==> config.mk <==
export PLATFORM = sky130hd
export DESIGN_NAME = posit_op_sequencer
export DESIGN_NICKNAME = d
export VERILOG_FILES = /design/src/rtl/posit_seq_pkg.sv /design/src/rtl/posit_seq_timer.sv /design/src/rtl/posit_op_sequencer.sv
export SDC_FILE = /design/constraint.sdc
export NUM_CORES = 1
export LEC_CHECK = 0
export CAP_MARGIN = 20
export CELL_PAD_IN_SITES_DETAIL_PLACEMENT = 1
export CELL_PAD_IN_SITES_GLOBAL_PLACEMENT = 2
export CORE_MARGIN = 2
export CORE_UTILIZATION = 26
export DETAILED_ROUTE_END_ITERATION = 6
export GPL_ROUTABILITY_DRIVEN = 0
export GPL_TIMING_DRIVEN = 1
export PLACE_DENSITY_LB_ADDON = 0.15
export REMOVE_ABC_BUFFERS = 1
export SKIP_CTS_REPAIR_TIMING = 1
export SLEW_MARGIN = 20
export SYNTH_ARGS = -nofsm -noshare
export SYNTH_HDL_FRONTEND = slang
export SYNTH_SLANG_ARGS = --single-unit
export TNS_END_PERCENT = 30
==> constraint.sdc <==
create_clock -name clock -period 8.3 [get_ports clock]
set_input_delay 0.83 -clock clock [delete_from_list [all_inputs] [get_ports clock]]
set_output_delay 0.83 -clock clock [all_outputs]
set_load 0.01 [all_outputs]
==> src/rtl/posit_seq_pkg.sv <==
// posit_seq_pkg: shared opcodes, FSM states and status-word layout for the posit op sequencer
// Ports: none (package). Provides op_t, state_t, ST_* status bit indices and op_legal().
package posit_seq_pkg;

    typedef enum logic [1:0] {OP_ADD, OP_SUB, OP_MUL, OP_DIV} op_t;

    typedef enum logic [1:0] {S_IDLE, S_ISSUE, S_WAIT} state_t;

    localparam int ST_BUSY    = 0;
    localparam int ST_DONE    = 1;
    localparam int ST_TIMEOUT = 2;
    localparam int ST_ILLEGAL = 3;
    localparam int ST_COUNT   = 8;
    localparam int ST_ACK     = 31;

    // Only the four arithmetic codes exist; anything above div is rejected.
    function automatic logic op_legal(input logic [31:0] op);
        return op <= 32'(OP_DIV);
    endfunction

endpackage

==> src/rtl/posit_seq_timer.sv <==
// posit_seq_timer: clear/enable cycle counter that saturates at TIMEOUT and flags expiry
// Ports: clock, reset (async, active-high), clear (sync zero), enable (count), expired (count == TIMEOUT).
module posit_seq_timer #(
    parameter int TIMEOUT = 255
) (
    input  logic clock,
    input  logic reset,
    input  logic clear,
    input  logic enable,
    output logic expired
);

    localparam int TW = $clog2(TIMEOUT + 1);

    logic [TW-1:0] cnt;

    assign expired = cnt == TW'(TIMEOUT);

    always_ff @(posedge clock or posedge reset) begin
        if (reset)
            cnt <= '0;
        else if (clear)
            cnt <= '0;
        else if (enable && !expired)
            cnt <= cnt + 1'b1;
    end

endmodule

==> src/rtl/posit_op_sequencer.sv <==
// posit_op_sequencer: issues HPS-written posit commands to the arithmetic unit and publishes status
// Ports: clock, reset (async, active-high); io_num1/io_num2/io_ctrl from the PIOs; io_result and
// io_status back to the PIOs; io_unit_* valid/ready request, response and flush towards the posit unit.
import posit_seq_pkg::*;

module posit_op_sequencer #(
    parameter int WIDTH   = 32,
    parameter int OPW     = 3,
    parameter int TIMEOUT = 255
) (
    input  logic             clock,
    input  logic             reset,
    input  logic [WIDTH-1:0] io_num1,
    input  logic [WIDTH-1:0] io_num2,
    input  logic [31:0]      io_ctrl,
    output logic [WIDTH-1:0] io_result,
    output logic [31:0]      io_status,
    output logic             io_unit_req_valid,
    input  logic             io_unit_req_ready,
    output logic [OPW-1:0]   io_unit_op,
    output logic [WIDTH-1:0] io_unit_a,
    output logic [WIDTH-1:0] io_unit_b,
    input  logic             io_unit_resp_valid,
    input  logic [WIDTH-1:0] io_unit_result,
    output logic             io_unit_flush
);

    state_t     state;
    logic       busy, done, timeout, illegal, ack, go;
    logic [7:0] count;
    logic       expired, accept, legal, finish, abort;
    logic       unused_ctrl;

    assign unused_ctrl = ^io_ctrl[30:OPW];

    posit_seq_timer #(.TIMEOUT(TIMEOUT)) timer (
        .clock   (clock),
        .reset   (reset),
        .clear   (state == S_IDLE),
        .enable  (state != S_IDLE),
        .expired (expired)
    );

    assign legal  = op_legal(32'(io_ctrl[OPW-1:0]));
    assign accept = state == S_IDLE && io_ctrl[31] != ack;
    assign finish = state == S_WAIT && io_unit_resp_valid;
    // A response in the expiry cycle still counts as success.
    assign abort  = state != S_IDLE && expired && !finish;

    always_comb begin
        io_status                 = '0;
        io_status[ST_BUSY]        = busy;
        io_status[ST_DONE]        = done;
        io_status[ST_TIMEOUT]     = timeout;
        io_status[ST_ILLEGAL]     = illegal;
        io_status[ST_COUNT +: 8]  = count;
        io_status[ST_ACK]         = ack;
    end

    always_ff @(posedge clock or posedge reset) begin
        if (reset) begin
            state             <= S_IDLE;
            busy              <= 1'b0;
            done              <= 1'b0;
            timeout           <= 1'b0;
            illegal           <= 1'b0;
            ack               <= 1'b0;
            go                <= 1'b0;
            count             <= '0;
            io_result         <= '0;
            io_unit_req_valid <= 1'b0;
            io_unit_op        <= '0;
            io_unit_a         <= '0;
            io_unit_b         <= '0;
            io_unit_flush     <= 1'b0;
        end else begin
            io_unit_flush <= 1'b0;
            if (accept) begin
                io_unit_op        <= io_ctrl[OPW-1:0];
                io_unit_a         <= io_num1;
                io_unit_b         <= io_num2;
                go                <= io_ctrl[31];
                timeout           <= 1'b0;
                illegal           <= !legal;
                done              <= !legal;
                busy              <= legal;
                io_unit_req_valid <= legal;
                if (legal)
                    state <= S_ISSUE;
                else
                    ack <= io_ctrl[31];
            end
            if (state == S_ISSUE && !abort && io_unit_req_ready) begin
                io_unit_req_valid <= 1'b0;
                state             <= S_WAIT;
            end
            if (finish || abort) begin
                state             <= S_IDLE;
                busy              <= 1'b0;
                ack               <= go;
                io_unit_req_valid <= 1'b0;
            end
            if (finish) begin
                io_result <= io_unit_result;
                done      <= 1'b1;
                count     <= count + 8'd1;
            end
            if (abort) begin
                timeout       <= 1'b1;
                io_unit_flush <= 1'b1;
            end
        end
    end

endmodule

==> results.tsv, run 1 <==
metric	value	unit
nets	770	
CTS tree	done	
critical path buffer and inverter count	1	
Seq cells post-synth	125	
Die Footprint	0.0209	mm^2
largest family of logic cells by synthesized area	multiplexers	
final WL	15.0	mm
total number of vias	3881	
vias in the first global route	4059	
post-synthesis sequential area ratio	0.607	
die width	145	um
Sw Pwr	1000	uW
Synth Flop Type	dfrtp_1	
layout cell share with drive strength beyond 1	0.160	
Place WS	5.17	ns
area leader, netlist	dfrtp_1	
worst-case clock buffer depth	2	
ANT cells	0	
drt wl/cell	16.4	um
Top delay family on crit path	simple AND/OR/NAND/NOR gates	
Layout Cells excl Fill	914	
Setup WS post-layout	5.62	ns
Post-Synth Simple-Gate Area	0.121	
die extent in y	145	um
Final Max Slew Viols	0	
clock slew at reported path FFs	0.06	ns
crit share post-route	0.323	
Startpoint Class	input pin	
mux cell area share after synthesis	0.162	
P per Cell Area	398	mW/mm^2
fill count	2087	
DR pass1 iterations	4	
Setup CP Type	in2reg	
Worst-Margin Slew	1.04	ns
Layout area overhead	58.1	%
initial antenna violation count	0	
worst-path maximum fanout	68	
# clock sinks	125	
Yosys cell types	36	
top cells by area, synth	dfrtp_1 (61%), mux2_2 (10%), nand2_1 (7.8%)	
largest stage delay on the critical path	0.58	ns
Compound-Gate Fraction of Synth Area	0.0328	
VDD IR-drop max	0.174	mV
Sequential cell area	0.00313	mm^2
Clock Skew	0.0100	ns
Leak	0.00360	uW
port buffer count	217	
Fin Setup TNS	0	ns
clk_lat worst skew	0.41	ns
Core Rows	51	
most common cell in the netlist	dfrtp_1	
Post-Synth Adder-Cell Area	0.00486	
Hold WC Path Type	reg2reg	
fraction of registers with async set/reset	1.00	
max cap viols	0	
Final ANT Viol Nets	0	
global route overflow	0	
H-tree Lvls	4	
CP arrival	2.97	ns
FMAX	373	MHz
xor/xnor share of the synthesized area	0.0153	
clock power share	0.257	
largest net degree at the start of global routing	69	
CP max stage cell	nand2_4	
DR iter-0 viols	119	
EDFF count, synth	0	
post-synthesis cell count	421	
Root Buffer	clkbuf_16	
total placed cells including tap cells	882	
Core ar.	0.0195	mm^2
worst-path cell chain	clkdlybuf4s50_1 -> xor2_1 -> nand2_4 -> mux2_4	
sequential share of power	0.327	
Post-synth top cells	dfrtp_1 (125), nand2_1 (107), mux2_2 (48), buf_4 (24), mux2_4 (19)	
gr usage total	0.142	
Comb pwr share	0.416	
Initial Util	0.265	
Crit path required time	8.59	ns
RSZ-0062 raised after global routing	no	
share of the synthesized area in the top cell type	0.607	
Yosys warning total	0	
Power, Total	3240	uW
CP Capture Type	flip-flop	
switching share of power	0.309	
Synth Cell Area	0.00515	mm^2
area occupied by multi-input gates	0.00181	mm^2
Hold Fails Final Rpt	0	
syn avg cell area	12.2	um^2
Post-route DRC	0	
fin crit period	2.68	ns
Slew HR	0.304	
Via density	4.25	
final design utilization	0.418	
P_int	2240	uW
Setup-failing EPs final	0	
outcome	completed	
DPL Wire Length	10.6	mm
CTS buffer count	17	
io pins	265	
global-route wire length before repair	22.4	mm
==> worst paths after layout <==
kind,startpoint,to,slack [ns],cells after the start
worst max-delay path,io_ctrl[31],io_unit_b[11]$_DFFE_PP0P_,5.62,4
worst min-delay path,io_result[16]$_DFFE_PP0P_,io_result[16]$_DFFE_PP0P_,0.47,2
worst max register to register,state[0]$_DFFE_PP0P_,io_unit_b[11]$_DFFE_PP0P_,5.67,3
worst min register to register,io_result[16]$_DFFE_PP0P_,io_result[16]$_DFFE_PP0P_,0.47,2
max in group asynchronous,reset,io_unit_b[8]$_DFFE_PP0P_,5.96,3
min in group asynchronous,reset,io_unit_a[30]$_DFFE_PP0P_,0.90,2
==> cell usage in the layout, fill, tap and decap left out, types with 3 or more instances in the layout <==
cell and count:
clkdlybuf4s50_1 217, and4_1 3, nand2_1 106, buf_4 3, clkinvlp_4 4, dfrtp_1 125, nand3_1 6, clkbuf_16 17
xnor2_1 6, nor2_1 5, mux2_2 48, o21ai_0 8, a21oi_1 6, xor2_1 3, bufinv_16 5, nand4_1 5
nor3_1 9, a211oi_1 4, conb_1 19, mux2_4 19, a31oi_1 4
==> per-stage QoR <==
stage | hold slack (ns) | cell area [um^2]
finish | 0.473 | 8140
floorplan | 0.488 | 4940
detailed placement | 0.466 | 7480
CTS | 0.479 | 8140
global placement | 0.460 | 7480
global route | 0.504 | 8140
==> power groups by stage <==
stage	logic (uW)	clock network (uW)	registers, uW
6_report	1350	834	1060
5_1_grt	1460	892	1100
4_1_cts	1380	864	1060
3_5_place_dp	1370	0	1070
3_3_place_gp	1350	0	1050
2_1_floorplan	534	0	1170
==> worst min-delay path, stage by stage, from the launching register on <==
cell and delay (ns):
dfrtp_1 0.34, nand2_1 0.05, nand2_1 0.05
==> kinds of logic after synthesis <==
group / after synthesis
compound gates: 27
xor+xnor: 9
fa+ha+maj: 2
buf+inv: 45
flops: 125
mux: 68
other cells: 1
simple gates: 144
==> layer usage <==
metal	vias up	part of all wire	GRT usage	routed length [um]
li1	1804	-	-	-
met1	1961	0.38	0.159	5750
met2	97	0.55	0.254	8300
met3	19	0.043	0.0428	653
met4	0	0.021	0.0526	313
met5	-	0	0	0
==> sequential cells by signal, indices dropped and copies added, names as in the netlist <==
name / count
io_unit_flush: 1
count: 8
io_unit_op: 3
io_unit_req_valid: 1
go: 1
io_unit_a: 32
busy: 1
done: 1
timeout: 1
state: 2
io_unit_b: 32
io_result: 32
illegal: 1
timer.cnt: 8
ack: 1
==> final cells by class <==
type                       count  share of cell area
clock inverter                13              0.0260
tap                          265              0.0407
timing repair buffer         220               0.270
multi-input combinational    269               0.222
inverter                       3             0.00169
sequential                   125               0.384
clock buffer                  19              0.0556
(Power assumes the default switching activity.)
==> run 2: changes to the inputs <==
--- a/config.mk
+++ b/config.mk
@@ -9,7 +9,7 @@
 export CELL_PAD_IN_SITES_DETAIL_PLACEMENT = 1
 export CELL_PAD_IN_SITES_GLOBAL_PLACEMENT = 2
 export CORE_MARGIN = 2
-export CORE_UTILIZATION = 26
+export CORE_UTILIZATION = 24
 export DETAILED_ROUTE_END_ITERATION = 6
 export GPL_ROUTABILITY_DRIVEN = 0
 export GPL_TIMING_DRIVEN = 1
==> constraint.sdc (replaced) <==
create_clock -name clock -period 2.5 [get_ports clock]
set_input_delay 0.25 -clock clock [delete_from_list [all_inputs] [get_ports clock]]
set_output_delay 0.25 -clock clock [all_outputs]
set_load 0.01 [all_outputs]
==> run 2 against run 1 <==
Total power increased to 3.3 times the previous value. Critical path depth unchanged. Via count increased by 0.46%. Combinational power increased to 3.4 times the previous value. Setup slack got worse by 4.9 ns. Final cell count increased by 1.6%. Critical endpoint is now io_unit_a[31]$_DFFE_PP0P_. Clock-buffer cell count unchanged. Register-to-register slack got worse by 4.9 ns.
==> results.tsv, run 2 (synthesis results as in run 1) <==
metric	value	unit	change
worst r2r src	ack$_DFFE_PP0P_		
DPL Wire Length	11.2	mm	+5.9%
placed cell areas	0.00758	mm^2	+1.3%
Startpoint Class	flip-flop		
nets	775		+0.65%
vias in the first global route	4169		+2.7%
Layout area overhead	59.4	%	
die width	150	um	+4.0%
Setup WS post-layout	0.761	ns	-4.85 ns
Hold WC Path Type	in2async		
Worst-Margin Slew	0.607	ns	-0.437 ns
Core ar.	0.0210	mm^2	+8.0%
layout cell share with drive strength beyond 1	0.165		+0.00489
Place WS	0.428	ns	-4.74 ns
crit share post-route	0.696		
commonest non-fill, non-tap cell in the layout	clkdlybuf4s50_1		
Top delay family on crit path	flip-flops		
Hold Fails Final Rpt	0		unchanged
Setup-failing EPs final	0		unchanged
H-tree Lvls	4		unchanged
initial antenna violation count	0		unchanged
io pins	265		unchanged
total placed cells including tap cells	897		+1.7%
Post-route DRC	0		unchanged
total number of vias	3899		+0.46%
fin crit period	1.74	ns	
Crit path required time	2.78	ns	-5.81 ns
clock slew at reported path FFs	0.06	ns	about the same
Final Max Slew Viols	0		unchanged
drt wl/cell	16.4	um	about the same
CP arrival	2.02	ns	-0.95 ns
CTS tree	done		
largest stage delay on the critical path	0.44	ns	-0.14 ns
biggest regs	io_result (32), io_unit_a (32), io_unit_b (32)		
die extent in y	150	um	+4.0%
P per Cell Area	1300	mW/mm^2	+230%
Slew HR	0.594		+0.290
clk_lat worst skew	0.41	ns	about the same
ANT cells	0		unchanged
critical path buffer and inverter count	1		unchanged
CTS buffer count	17		unchanged
DR iter-0 viols	93		-22%
outcome	completed		
CP Capture Type	flip-flop		
Final ANT Viol Nets	0		unchanged
RSZ-0062 raised after global routing	no		
most frequent cells in the layout	clkdlybuf4s50_1 (217), dfrtp_1 (125), nand2_1 (106)		
largest net degree at the start of global routing	64		-7.2%
port buffer count	217		unchanged
Initial Util	0.245		-0.0196
Layout Cells excl Fill	929		+1.6%
Root Buffer	clkbuf_16		
worst-path cell chain	xor2_1 -> nand2_4 -> buf_12 -> mux2_2		
worst-case clock buffer depth	2		unchanged
DR pass1 iterations	4		unchanged
max cap viols	0		unchanged
worst-path maximum fanout	63		-7.4%
Leak	0.00363	uW	+0.83%
global-route wire length before repair	23.3	mm	+4.0%
global route overflow	0		unchanged
CP startpoint	ack$_DFFE_PP0P_		
cell area after layout	0.00821	mm^2	+0.81%
Die Footprint	0.0226	mm^2	+8.1%
FMAX	575	MHz	
Power, Total	10700	uW	+230%
Fin Setup TNS	0	ns	unchanged
gr usage total	0.135		-0.00643
final WL	15.3	mm	+1.7%
VDD IR-drop max	0.561	mV	+220%
Via density	4.20		-1.2%
Clock Skew	0.0102	ns	+0.000231 ns
# clock sinks	125		unchanged
CP max stage cell	dfrtp_1		
Core Rows	53		+3.9%
Setup CP Type	reg2reg		
## run 2: changes by cell type in the layout (fill, tap and decap cells not counted)
| cell | previous run | this run |
|---|---|---|
| buf_12 | 0 | 4 |
| buf_4 | 3 | 4 |
| bufinv_16 | 5 | 4 |
| clkbuf_1 | 0 | 1 |
| clkbuf_8 | 2 | 1 |
| clkinv_2 | 1 | 2 |
| clkinv_4 | 1 | 2 |
| clkinvlp_4 | 4 | 3 |
## run 2: layer usage
metal | global-route usage | part of all wire | vias up
li1 | - | - | 1826
met1 | 0.160 | 0.39 | 1963
met2 | 0.237 | 0.54 | 99
met3 | 0.0361 | 0.052 | 11
met4 | 0.0472 | 0.015 | 0
met5 | 0 | 0 | -
## run 2: worst register-to-register path: cells and delay by family, from the launching register on
family,cells,cell delay (ns)
muxes,1,0.46
xor gates and xnor gates,1,0.23
DFF,1,0.44
buffers and inverters,1,0.32
and+or+nand+nor,1,0.16
## run 2: area by class of cell
| type | instances | area (um^2) |
|---|---|---|
| Sequential cell | 125 | 3130 |
| Inverter | 3 | 13.8 |
| Clock buffer | 19 | 443 |
| Fill cell | 2273 | 12800 |
| Timing Repair Buffer | 225 | 2280 |
| Clock inverter | 13 | 188 |
| Tap cell | 275 | 344 |
| Multi-Input combinational cell | 269 | 1810 |
## run 2: worst paths after layout
kind | to | slack [ns] | depth (start not counted)
setup / recovery | io_unit_a[31]$_DFFE_PP0P_ | 0.76 | 4
hold / removal | io_unit_a[16]$_DFFE_PP0P_ | 0.18 | 2
setup reg to reg | io_unit_a[31]$_DFFE_PP0P_ | 0.76 | 4
hold reg to reg | count[7]$_DFFE_PP0P_ | 0.47 | 1
max in group asynchronous | count[4]$_DFFE_PP0P_ | 1.67 | 3
min in group clock | io_result[30]$_DFFE_PP0P_ | 0.37 | 3
## run 2: power by group
group | internal [uW] | total [uW] | switching (uW)
Combinational | 2700 | 4550 | 1850
Clock | 1700 | 2630 | 929
Sequential | 2960 | 3520 | 561
## run 2: through the flow
step | hold WS [ns] | utilization
after floorplan | 0.355 | -
after global placement | 0.460 | 0.360
after detailed placement | 0.462 | 0.360
after CTS | 0.174 | 0.390
after global routing | 0.201 | 0.390
final | 0.182 | 0.390
